### config.mk
export PLATFORM = sky130hd
export DESIGN_NAME = soc_uart_tx
export DESIGN_NICKNAME = d
export VERILOG_FILES = /design/src/rtl/soc_pkg.sv /design/src/rtl/soc_sync_fifo.sv /design/src/rtl/soc_uart_tx.sv
export SDC_FILE = /design/constraint.sdc
export NUM_CORES = 1
export LEC_CHECK = 0
export ABC_AREA = 1
export CORE_UTILIZATION = 57
export DETAILED_ROUTE_END_ITERATION = 10
export HOLD_SLACK_MARGIN = 0.06
export MAX_ROUTING_LAYER = met4
export PLACE_DENSITY = 0.88
export SLEW_MARGIN = 10
export SYNTH_ARGS = -nofsm -noshare
export SYNTH_HDL_FRONTEND = slang
export SYNTH_HIERARCHICAL = 1
export SYNTH_SLANG_ARGS = --single-unit
### constraint.sdc
create_clock -name clk -period 7.5 [get_ports clk]
set_input_delay 0.75 -clock clk [delete_from_list [all_inputs] [get_ports clk]]
set_output_delay 0.75 -clock clk [all_outputs]
set_load 0.005 [all_outputs]
### src/rtl/soc_pkg.sv
// soc_pkg: SoC-wide constants and shared types.
//  CLK_FREQ_MHZ  core clock frequency in MHz
//  UART_BASE     base address of the UART transmitter (4 KB window)
//  UART_*_OFS    register offsets inside the UART window
//  uart_tx_state_e  serializer state encoding
package soc_pkg;

  localparam int unsigned CLK_FREQ_MHZ = 50;
  localparam logic [31:0] UART_BASE    = 32'h1000_0000;

  localparam logic [11:0] UART_TXDATA_OFS = 12'h000;
  localparam logic [11:0] UART_STATUS_OFS = 12'h004;
  localparam logic [11:0] UART_CTRL_OFS   = 12'h008;

  typedef enum logic [1:0] {
    UTX_IDLE,
    UTX_START,
    UTX_DATA,
    UTX_STOP
  } uart_tx_state_e;

endpackage

### src/rtl/soc_sync_fifo.sv
// soc_sync_fifo: single-clock FIFO with occupancy count.
//  clk, rst    clock, async active-high reset (empties the FIFO)
//  push, wdata write side; a push while full is dropped
//  pop, rdata  read side; rdata shows the head entry (valid when !empty)
//  full, empty, count  occupancy flags and entry count
// Full is judged on pre-pop occupancy, so push+pop on a full FIFO drops the push.
module soc_sync_fifo #(
  parameter int WIDTH = 8,
  parameter int DEPTH = 8
) (
  input  logic                     clk,
  input  logic                     rst,
  input  logic                     push,
  input  logic [WIDTH-1:0]         wdata,
  input  logic                     pop,
  output logic [WIDTH-1:0]         rdata,
  output logic                     full,
  output logic                     empty,
  output logic [$clog2(DEPTH):0]   count
);
  localparam int AW = $clog2(DEPTH);

  logic [WIDTH-1:0] mem [DEPTH];
  logic [AW-1:0]    wr_ptr, rd_ptr;
  logic             do_push, do_pop;

  assign full    = (count == (AW+1)'(DEPTH));
  assign empty   = (count == '0);
  assign do_push = push && !full;
  assign do_pop  = pop && !empty;
  assign rdata   = mem[rd_ptr];

  // Storage carries no reset; only pointers and count define validity.
  always_ff @(posedge clk) begin
    if (do_push) mem[wr_ptr] <= wdata;
  end

  always_ff @(posedge clk or posedge rst) begin
    if (rst) begin
      wr_ptr <= '0;
      rd_ptr <= '0;
      count  <= '0;
    end else begin
      if (do_push) wr_ptr <= wr_ptr + 1'b1;
      if (do_pop)  rd_ptr <= rd_ptr + 1'b1;
      case ({do_push, do_pop})
        2'b10:   count <= count + 1'b1;
        2'b01:   count <= count - 1'b1;
        default: count <= count;
      endcase
    end
  end

endmodule

### src/rtl/soc_uart_tx.sv
// soc_uart_tx: memory-mapped 8N1 UART transmitter.
//  clk, rst              core clock, async active-high reset
//  req_valid/req_ready   bus request handshake (always accepted)
//  req_we/addr/wdata     write enable, byte address, write data
//  rsp_valid/rsp_rdata   response one cycle after an accepted hit; rdata 0 for writes
//  tx_o                  serial line, idle high
//  irq_o                 level interrupt: irq_en && FIFO empty && serializer idle
// Registers: 0x0 TXDATA (W push), 0x4 STATUS, 0x8 CTRL {irq_en, enable}.
module soc_uart_tx
  import soc_pkg::*;
#(
  parameter int unsigned CLK_FREQ_HZ = CLK_FREQ_MHZ * 1_000_000,
  parameter int unsigned BAUD        = 115200,
  parameter int unsigned FIFO_DEPTH  = 8,
  parameter logic [31:0] BASE_ADDR   = UART_BASE
) (
  input  logic        clk,
  input  logic        rst,
  input  logic        req_valid,
  output logic        req_ready,
  input  logic        req_we,
  input  logic [31:0] req_addr,
  input  logic [31:0] req_wdata,
  output logic        rsp_valid,
  output logic [31:0] rsp_rdata,
  output logic        tx_o,
  output logic        irq_o
);
  localparam int unsigned DIV = CLK_FREQ_HZ / BAUD;
  localparam int BW = (DIV < 2) ? 1 : $clog2(DIV);
  localparam int CW = $clog2(FIFO_DEPTH) + 1;
  localparam logic [BW-1:0] RELOAD = BW'(DIV - 1);

  if (DIV < 2) begin : g_div_chk
    $error("soc_uart_tx: CLK_FREQ_HZ/BAUD must be >= 2");
  end
  if (FIFO_DEPTH < 2 || (FIFO_DEPTH & (FIFO_DEPTH - 1)) != 0) begin : g_depth_chk
    $error("soc_uart_tx: FIFO_DEPTH must be a power of two >= 2");
  end

  // Bus decode
  logic        hit, wr, rd, push;
  logic [11:0] ofs;
  logic        enable, irq_en, overflow;
  logic [31:0] status_word, rdata_d;

  assign req_ready = 1'b1;
  assign ofs  = req_addr[11:0];
  assign hit  = req_valid && (req_addr[31:12] == BASE_ADDR[31:12]);
  assign wr   = hit && req_we;
  assign rd   = hit && !req_we;
  assign push = wr && (ofs == UART_TXDATA_OFS);

  // FIFO
  logic          pop, full, empty;
  logic [7:0]    fifo_rdata;
  logic [CW-1:0] fifo_count;

  soc_sync_fifo #(.WIDTH(8), .DEPTH(FIFO_DEPTH)) u_fifo (
    .clk   (clk),
    .rst   (rst),
    .push  (push),
    .wdata (req_wdata[7:0]),
    .pop   (pop),
    .rdata (fifo_rdata),
    .full  (full),
    .empty (empty),
    .count (fifo_count)
  );

  // Serializer state
  uart_tx_state_e state, state_d;
  logic [BW-1:0]  baud_cnt, baud_d;
  logic [2:0]     bit_cnt, bit_d;
  logic [7:0]     shreg, sh_d;
  logic           tx_d, busy;

  assign busy = (state != UTX_IDLE);

  assign status_word = {20'b0, 4'(fifo_count), 4'b0, overflow, busy, empty, full};

  always_comb begin
    rdata_d = '0;
    if (rd) begin
      case (ofs)
        UART_STATUS_OFS: rdata_d = status_word;
        UART_CTRL_OFS:   rdata_d = {30'b0, irq_en, enable};
        default:         rdata_d = '0;
      endcase
    end
  end

  always_ff @(posedge clk or posedge rst) begin
    if (rst) begin
      rsp_valid <= 1'b0;
      rsp_rdata <= '0;
      enable    <= 1'b0;
      irq_en    <= 1'b0;
      overflow  <= 1'b0;
      irq_o     <= 1'b0;
    end else begin
      rsp_valid <= hit;
      rsp_rdata <= rdata_d;
      if (wr && ofs == UART_CTRL_OFS) {irq_en, enable} <= req_wdata[1:0];
      if (push && full)
        overflow <= 1'b1;
      else if (wr && ofs == UART_STATUS_OFS && req_wdata[3])
        overflow <= 1'b0;
      irq_o <= irq_en && empty && !busy;
    end
  end

  // Next-state: each phase lasts DIV cycles, the counter reloading on every
  // state or bit entry, so a frame is exactly 10*DIV cycles.
  always_comb begin
    state_d = state;
    baud_d  = baud_cnt - 1'b1;
    bit_d   = bit_cnt;
    sh_d    = shreg;
    pop     = 1'b0;
    case (state)
      UTX_IDLE: begin
        baud_d = baud_cnt;
        if (enable && !empty) begin
          state_d = UTX_START;
          pop     = 1'b1;
          sh_d    = fifo_rdata;
          baud_d  = RELOAD;
        end
      end
      UTX_START: begin
        if (baud_cnt == '0) begin
          state_d = UTX_DATA;
          baud_d  = RELOAD;
          bit_d   = 3'd0;
        end
      end
      UTX_DATA: begin
        if (baud_cnt == '0) begin
          baud_d = RELOAD;
          sh_d   = shreg >> 1;
          if (bit_cnt == 3'd7) state_d = UTX_STOP;
          else                 bit_d   = bit_cnt + 1'b1;
        end
      end
      UTX_STOP: begin
        if (baud_cnt == '0) begin
          if (enable && !empty) begin
            state_d = UTX_START;
            pop     = 1'b1;
            sh_d    = fifo_rdata;
            baud_d  = RELOAD;
          end else begin
            state_d = UTX_IDLE;
          end
        end
      end
      default: state_d = UTX_IDLE;
    endcase
    // Line level follows the next state so tx_o is a clean flop output.
    case (state_d)
      UTX_START: tx_d = 1'b0;
      UTX_DATA:  tx_d = sh_d[0];
      default:   tx_d = 1'b1;
    endcase
  end

  always_ff @(posedge clk or posedge rst) begin
    if (rst) begin
      state    <= UTX_IDLE;
      baud_cnt <= '0;
      bit_cnt  <= '0;
      shreg    <= '0;
      tx_o     <= 1'b1;
    end else begin
      state    <= state_d;
      baud_cnt <= baud_d;
      bit_cnt  <= bit_d;
      shreg    <= sh_d;
      tx_o     <= tx_d;
    end
  end

  logic unused_wdata;
  assign unused_wdata = ^req_wdata[31:8];

endmodule
Word level (Yosys, flattened, before mapping)
Memories as Yosys holds them, arrays and structs flattened. Cells that the tools add are included.

Flip-flop bits (word level): 70. RAM bits: 64. Output and inout bits: 36. Memories kept: 1.

$add $sub $neg: 6. Equal/unequal tests: 17. Muxes and demuxes: 31. Reductions and logical operators: 29.

Memories: u_fifo.mem (words 8, width 8, read ports 1, clocked after Yosys merged registers in 0, write ports 1, line soc_sync_fifo.sv:23) `logic [WIDTH-1:0] mem [DEPTH];`.

Operators by type and width (number): $mux 9 (4); $mux 32 (1); $pmux 9 s3 (1); $mux 8 (3); $pmux 12 s2 (1); $pmux 8 s3 (1); $eq 20x17->1 const B (1); $logic_and 1x1->1 (13); $eq 12x3->1 const B (1); $eq 12x4->1 const B (1); $logic_not 12->1 (1); $mux 2 (5); $ne 2x2->1 const B (5); $add 3x1->3 const B (3); $logic_not 9->1 (1); $mux 3 (3); $sub 9x1->9 const B (1); $eq 2x2->1 const B (4); $pmux 2 s4 (1); $pmux 4 s2 (1); $reduce_bool 2->1 (4); $mux 1 (7); $eq 2x1->1 const B (3); $pmux 3 s2 (1); other kinds (12) (16).

Logic depth before layout (Yosys ltp)
Gate-level depths: netlist of the first run.

Depth in word-level cells: 9. Gate-level depth with buffers: 18. Depth with buffers taken out: 18.

Cells and area by module
Netlist of the first run, hierarchy kept.

Modules (own cells, without submodules): soc_sync_fifo (instances 1, cells an instance 358, area an instance 3405.8 µm², seq. area each 2172.1 µm²); soc_uart_tx (instances 1, cells an instance 325, area an instance 2446.1 µm², seq. area each 902.1 µm²).

Worst setup path after synthesis of the first run
No wires, ideal clock.

Kind: input to register. From: input port req_addr[17]. To: register u_fifo.count[3]. Library setup time: 0.117 ns. Arrival time: 2.708 ns. Data required time: 7.383 ns. Setup slack: 4.675 ns. Stages: 16. Buffers on the path: 1. Cells stage by stage: nor2_1 -> nand2_1 -> nor3_1 -> nand3_1 -> nor2_1 -> nand2_1 -> inv_1 -> nand2_2 -> buf_6 -> ha_1 -> ha_1 -> or2_2 -> nand2_1 -> nand2_1 -> nand3_1 -> nand2_1.

Word-level cells in the longest chain between the ends: 7. Elaborated cells on any way between the ends: 9. Those cells by class: eq/ne (3); mux (1); reduce/logical (5).

Ends and longest elaborated chain: start, declared (line soc_uart_tx.sv:22) `input logic [31:0] req_addr,`; $eq 20x17->1 (*) (line soc_uart_tx.sv:49) `assign hit = req_valid && (req_addr[31:12] == BASE_ADDR[31:12]);`; $logic_and 1x1->1 (*) (line soc_uart_tx.sv:49); $logic_and 1x1->1 (*) (line soc_uart_tx.sv:50) `assign wr = hit && req_we;`; $logic_and 1x1->1 (*) (line soc_uart_tx.sv:52) `assign push = wr && (ofs == UART_TXDATA_OFS);`; named net push (line soc_uart_tx.sv:42) `logic hit, wr, rd, push;`; $logic_and 1x1->1 (*) (line soc_sync_fifo.sv:29) `assign do_push = push && !full;`; $eq 2x1->1 or $eq 2x2->1 (tied branches) (line soc_sync_fifo.sv:46) `case ({do_push, do_pop})`; $pmux 4 s2 or $reduce_bool 2->1 (tied branches); end signal, assigned (line soc_sync_fifo.sv:47) `2'b10: count <= count + 1'b1;`; end signal, assigned (line soc_sync_fifo.sv:48) `2'b01: count <= count - 1'b1;`; end signal, assigned (line soc_sync_fifo.sv:49) `default: count <= count;`; end, declared (line soc_sync_fifo.sv:19) `output logic [$clog2(DEPTH):0] count`.

Mark *: on every way through the listed nets, which the timed path passes. The rest lies on a longest branch. A chain may end at the register's enable or synchronous reset.

Worst setup path in the final report of the first run
From: input port req_addr[17]. To: memory u_fifo.mem[5][0], enable pin.

Word-level cells in the longest chain between the ends: 7.

Ends and longest elaborated chain: $eq 20x17->1 (line soc_uart_tx.sv:49); $logic_and 1x1->1 (line soc_uart_tx.sv:49); $logic_and 1x1->1 (line soc_uart_tx.sv:50); $logic_and 1x1->1 (line soc_uart_tx.sv:52); named net push (line soc_uart_tx.sv:42); $logic_and 1x1->1 (line soc_sync_fifo.sv:29); $mux 1 (line soc_sync_fifo.sv:35) `if (do_push) mem[wr_ptr] <= wdata;`; $mux 1 (not written as such) (line soc_sync_fifo.sv:35); end, declared (line soc_sync_fifo.sv:23).

The timed path passes the listed nets, and every way through them passes these cells.

==> results of run 1 <==
==> critical path: stages <==
cell and delay, ns:
clkdlybuf4s50_1 0.41, nor2_1 0.10, nand2_1 0.06, nor3_1 0.16
nand3_1 0.16, nor2_1 0.30, nand2_1 0.12, inv_1 0.11
nand2_2 0.17, nor3_1 0.74, buf_4 0.28
==> metal layers <==
metal	part of all wire (%)	up-vias
met2	54	159
met5	0	-
met3	5.1	32
met1	38	2176
met4	2.5	0
li1	-	2216
==> final timing paths <==
| path | from | endpoint | slack [ns] | cells after the start |
|---|---|---|---|---|
| worst max-delay path | req_addr[17] | u_fifo/mem[5][0] | 4.25 | 11 |
| worst min-delay path | irq_en | irq_en | 0.49 | 2 |
| worst max register to register | baud_cnt[0] | u_fifo/count[3] | 4.33 | 17 |
| worst min register to register | irq_en | irq_en | 0.49 | 2 |
| max in group asynchronous | rst | tx_o | 6.21 | 3 |
| min in group asynchronous | rst | rsp_rdata[9] | 0.61 | 2 |
==> sequential cells by signal (all words and copies together), names as in the netlist, 2 cells and up <==
| register | cells |
|---|---|
| u_fifo/mem | 64 |
| u_fifo/wr_ptr | 3 |
| u_fifo/rd_ptr | 3 |
| u_fifo/count | 4 |
| baud_cnt | 9 |
| shreg | 8 |
| bit_cnt | 3 |
| rsp_rdata | 8 |
| state | 2 |
==> placed cells by master (no fill, tap or decap), drive strengths merged, types with 5 or more instances in the layout <==
cell,synthesis,routed
dfrtp,45,45
a21oi,7,7
inv,103,107
o21ai,31,31
o22ai,11,11
clkbuf,2,9
nand4,5,5
nand3,22,22
conb,2,25
edfxtp,64,64
xnor2,5,5
ha,13,13
nor3,15,15
nor3b,5,5
buf,36,10
clkdlybuf4s50,0,54
nor2,101,101
nand2,201,201
==> cell families after synthesis <==
kind of cell | Yosys count
xor+xnor | 8
buf+inv | 143
fa+ha+maj | 14
compound gates | 53
other cells | 2
flops | 110
simple gates | 353
==> per-stage QoR <==
stage / setup WS (ns) / area, sq um
floorplan: 4.68 / 5940
global placement: 4.00 / 6440
detailed placement: 3.94 / 6440
CTS: 4.30 / 6650
global route: 4.03 / 6650
finish: 4.25 / 6650
==> power by group <==
group	internal, mW	switching [mW]
combinational	0.0212	0.0178
clock	0.163	0.216
sequential	0.641	0.00000000177
==> layout make-up <==
type / count / area share, %
clock buffers: 9 / 1.86
clock inverters: 7 / 1.30
inverters: 105 / 6.04
multi-input cells: 453 / 32.8
flip-flops and latches: 110 / 46.2
well taps: 133 / 2.50
repair buffers: 64 / 9.26
==> impl_metrics.csv, run 1 <==
group,metric,value,unit
status,status,"finished, final reports clean",
yosys,synth-edff-count,64,
route,drc,0,
timing,fin_skew,0.0147,ns
yosys,synth_largest_area_cell,"edfxtp_1",
final_layout,fillers,707,
yosys,ys.flop_type,"edfxtp_1",
route,firstDrtPassIters,4,
clock_tree,h-tree-depth,3,
yosys,synth_compound_area_share,5.62,%
grt,antenna_found_initial,0,
clock_tree,cts_setup_buffers,0,
final_layout,area_growth,13.6,%
grt,grt_max_degree,67,
setup_path,cp_max_fo,13,
yosys,synthSimpleGateAreaFrac,25.7,%
yosys,async_flop_share,41.8,%
setup_path,arrival,3.36,ns
yosys,synthCells,683,
timing,slew_violations,0,
timing,max_freq,307,MHz
timing,hold_viol_final,0,
grt,grt_busiest_layer,"met2",
yosys,ys_top_cells_by_count,"nand2_1, nor2_1, inv_1, edfxtp_1, dfrtp_1",
placed_design,hpwlAfterDp,8490,um
route,vias,4583,
yosys,yosys-mux-area-fraction,0,%
final_layout,multi_input_area,0.00218,sq mm
grt,grt_pass1_wl,19300,um
route,wire_per_inst,13.7,um
grt,grtUsageTotal,25.1,%
min_path,holdCritPathClass,"flip-flop to flip-flop",
timing,period_share,43.4,%
yosys,synthXorXnorAreaFrac,1.20,%
grt,grt_use_met1,27.5,%
clock_tree,cts_hold_buf,0,
route,drt-total-wl,12100,um
final_layout,register_area,0.00307,sq mm
setup_path,critPathLaunchType,"input pin",
setup_path,crit_type,"input pin to flip-flop",
grt,grt_pass1_vias,4388,
power,power,1.06,mW
timing,rsz0062_at_grt,"false",
yosys,netlist_area,0.00585,sq mm
grt,grt_util_met3,4.17,%
run,drv_cap,0,
floorplanning,coreArea,0.00986,sq mm
floorplanning,die_y,103,um
yosys,avgSynthCellArea,8.57,sq um
clock_tree,cts_sinks,110,
yosys,ys_top_cells_by_area,"edfxtp_1, dfrtp_1, nand2_1",
clock_tree,clk_latency,0.38,ns
floorplanning,initial_utilization,59.3,%
yosys,ys_ff_latch,110,
timing,maxSlewHeadroom,38.9,%
route,via_per_inst,5.20,
setup_path,end_kind,"flip-flop",
clock_tree,cts_tree,"built",
clock_tree,cts_resized,0,
floorplanning,die_width,103,um
power,power.leakage,3.10,nW
clock_tree,cts_made_buffers,9,
final_layout,layout-drive-gt1-share,8.96,%
timing,timing.hold.ws,0.487,ns
yosys,synthAdderAreaFrac,3.12,%
final_layout,num-nets-final,825,
grt,met2_usage,43.7,%
yosys,synth_top_family_by_area,"simple AND/OR/NAND/NOR gates",
timing,period_needed,3.25,ns
yosys,ys_seq_area_share,52.5,%
yosys,yosysWarnings,6,
final_layout,finalNonFillerCells,881,
yosys,synthDistinctLibCells,43,
floorplanning,die_area,0.0107,sq mm
power,ir_drop,136,uV
clock_tree,clk_path_buf_depth,2,
final_layout,fin_util,67.4,%
route,drt_iter0_drc,284,
grt,grt-ovfl-total,0,
timing,worst_pin_slew,0.909,ns
final_layout,diodes,0,
placed_design,gp_congestion,0.885,
floorplanning,rows,36,
setup_path,critical_path_required,7.60,ns
power,power_density,159,mW/mm^2
timing,final-setup-viol-count,0,
timing,fin_tns_setup,0,ns
route,detail-route-antenna-nets,0,
placed_design,dp.cells,865,
placed_design,portBuffers,54,
floorplanning,io_pins,104,
clock_tree,path_clk_slew,0.11,ns
yosys,synth.most_common_cell,"nand2_1",
clock_tree,clockRootBuffer,"clkbuf_8",
yosys,synth_top_area_share,32.8,%
No activity file was read; power rests on OpenSTA's default activity.
==> run 2: changes to the inputs <==
--- a/config.mk
+++ b/config.mk
@@ -6,11 +6,11 @@
 export NUM_CORES = 1
 export LEC_CHECK = 0
 export ABC_AREA = 1
-export CORE_UTILIZATION = 57
+export CORE_UTILIZATION = 53
 export DETAILED_ROUTE_END_ITERATION = 10
 export HOLD_SLACK_MARGIN = 0.06
 export MAX_ROUTING_LAYER = met4
-export PLACE_DENSITY = 0.88
+export PLACE_DENSITY = 0.83
 export SLEW_MARGIN = 10
 export SYNTH_ARGS = -nofsm -noshare
 export SYNTH_HDL_FRONTEND = slang
==> constraint.sdc (replaced) <==
create_clock -name clk -period 3.11 [get_ports clk]
set_input_delay 0.311 -clock clk [delete_from_list [all_inputs] [get_ports clk]]
set_output_delay 0.311 -clock clk [all_outputs]
set_load 0.005 [all_outputs]
==> run 2 against run 1 <==
Worst setup slack got worse by 3.9 ns. Die area rose by 7.4%. Routed wire length shrank 2.4%. Clock skew grew 0.0025 ns. Clock-buffer cell count did not move. Core utilization fell by 3.6 points. Total power is 140% higher. Global-route usage decreased by 2.2 points. Non-clock buffer count increased by 5. Final area rose by 0.88%. Sequential power is 140% higher. First-iteration DRC count is 11% lower. Largest power group unchanged.
==> impl_metrics.csv, run 2 (synthesis gave the netlist of run 1 again) <==
group,metric,value,unit
grt,grt_max_degree,36,
final_layout,final_cell_mix,"nand2_1, nor2_1, inv_1",
floorplanning,die_width,107,um
route,vias,4447,
power,ir_drop,304,uV
timing,slew_violations,0,
final_layout,register_area,0.00307,sq mm
setup_path,cp_max_fo,7,
route,via_per_inst,5.00,
clock_tree,cts_sinks,110,
timing,hold_viol_final,0,
final_layout,mostFrequentLayoutCell,"nand2_1",
floorplanning,io_pins,104,
placed_design,gp_congestion,0.878,
final_layout,num-nets-final,830,
setup_path,slowest_delay,0.40,ns
setup_path,crit_chain,"inv_1 -> ha_1 -> nand2_1 -> nor2_4 -> nand3_1 -> nand2_2 -> inv_2 -> nor3_2 -> nand2_2 -> inv_1 -> ha_2 -> ha_1 -> or2_2 -> nand2_1 -> nand2_1 -> nand3_1 -> nand2_1",
clock_tree,clockRootBuffer,"clkbuf_8",
clock_tree,h-tree-depth,3,
clock_tree,cts_made_buffers,9,
setup_path,crit_path_frequent_cell,"nand2_1",
final_layout,largest_reg_flops,64,
route,drt-total-wl,11800,um
power,power.leakage,3.12,nW
grt,grtUsageTotal,22.9,%
route,wire_per_inst,13.3,um
route,detail-route-antenna-nets,0,
clock_tree,path_clk_slew,0.12,ns
clock_tree,cts_setup_buffers,0,
setup_path,arrival,3.05,ns
timing,rsz0062_at_grt,"false",
final_layout,fillers,830,
timing,final-setup-viol-count,0,
power,power_density,380,mW/mm^2
final_layout,diodes,0,
setup_path,crit_type,"flip-flop to flip-flop",
placed_design,hpwlAfterDp,8660,um
grt,grt_pass1_wl,19800,um
route,drc,0,
timing,max_freq,361,MHz
min_path,holdCritPathClass,"input pin to async pin",
floorplanning,coreArea,0.0105,sq mm
timing,period_needed,2.77,ns
floorplanning,initial_utilization,55.7,%
clock_tree,cts_tree,"built",
timing,period_share,89.1,%
route,firstDrtPassIters,5,
setup_path,critical_path_required,3.38,ns
grt,grt-ovfl-total,0,
timing,fin_skew,0.0172,ns
status,status,"finished, final reports clean",
clock_tree,clk_path_buf_depth,2,
final_layout,layout-drive-gt1-share,10.2,%
timing,maxSlewHeadroom,27.2,%
clock_tree,clk_latency,0.38,ns
final_layout,multi_input_area,0.00219,sq mm
final_layout,reg_top3,"u_fifo/mem x64, baud_cnt x9",
placed_design,portBuffers,54,
power,power,2.55,mW
route,drt_iter0_drc,254,
timing,worst_pin_slew,1.09,ns
setup_path,end_kind,"flip-flop",
final_layout,area_growth,14.6,%
floorplanning,die_area,0.0115,sq mm
grt,antenna_found_initial,0,
timing,fin_tns_setup,0,ns
final_layout,top_register,"u_fifo/mem",
grt,grt_pass1_vias,4345,
clock_tree,cts_hold_buf,0,
floorplanning,rows,37,
floorplanning,die_y,107,um
setup_path,cpMaxStageDelayCell,"dfrtp_1",
run,drv_cap,0,
setup_path,critPathLaunchType,"flip-flop",
-- run 2: worst paths after layout --
kind | start | slack (ns) | to | cells after the start
max reg2reg | baud_cnt[1] | 0.34 | u_fifo/count[3] | 17
min | rst | 0.14 | rsp_valid | 2
min reg2reg | irq_en | 0.50 | irq_en | 2
max in group asynchronous | rst | 2.26 | tx_o | 3
max | baud_cnt[1] | 0.34 | u_fifo/count[3] | 17
min in group clk | irq_en | 0.50 | irq_en | 2
-- run 2: timing repair --
action                                 in CTS  in global routing
endpoints found under the hold margin       0                  0
resized for setup                           0                  5
setup endpoints to repair                   0                  3
-- run 2: per-layer routing --
metal	vias up	global-route usage (%)	routed length, um
met4	0	7.34	174
met2	147	40.3	6220
met3	15	4.62	748
met1	2060	26.1	4650
met5	-	-	0
li1	2225	-	-
-- run 2: cell type report --
class / count / share of cell area [%]
well taps: 136 / 2.54
multi-input cells: 453 / 32.7
flip-flops and latches: 110 / 45.8
inverters: 105 / 5.99
clock inverters: 7 / 1.36
clock buffers: 9 / 1.85
repair buffers: 69 / 9.74
-- run 2: through the flow --
stage                     setup slack, ns  instances  hold WS (ns)  util, %  area (sq um)
after global routing               0.0385        889         0.168     63.8          6710
final                               0.337        889         0.145     63.8          6710
after CTS                           0.130        889         0.140     63.7          6690
after floorplan                     0.559        706         0.151        -          5940
after global placement              0.279        873         0.459     61.7          6480
after detailed placement            0.145        873         0.468     61.7          6480
-- run 2: power by group --
part / total, mW / switching (mW) / internal (mW) / leakage, nW
clock: 0.907 / 0.567 / 0.340 / 0.109
sequential: 1.55 / 0.00000000525 / 1.55 / 1.21
combinational: 0.0933 / 0.0422 / 0.0512 / 1.80
-- run 2: worst max-delay path: cells and delay by family, from the launching register on --
| family | cells | cell delay [ns] |
|---|---|---|
| AND/OR/NAND/NOR | 11 | 1.29 |
| adder cells (fa/ha/maj) | 3 | 0.65 |
| flip-flops | 1 | 0.40 |
| buffers and inverters | 3 | 0.32 |
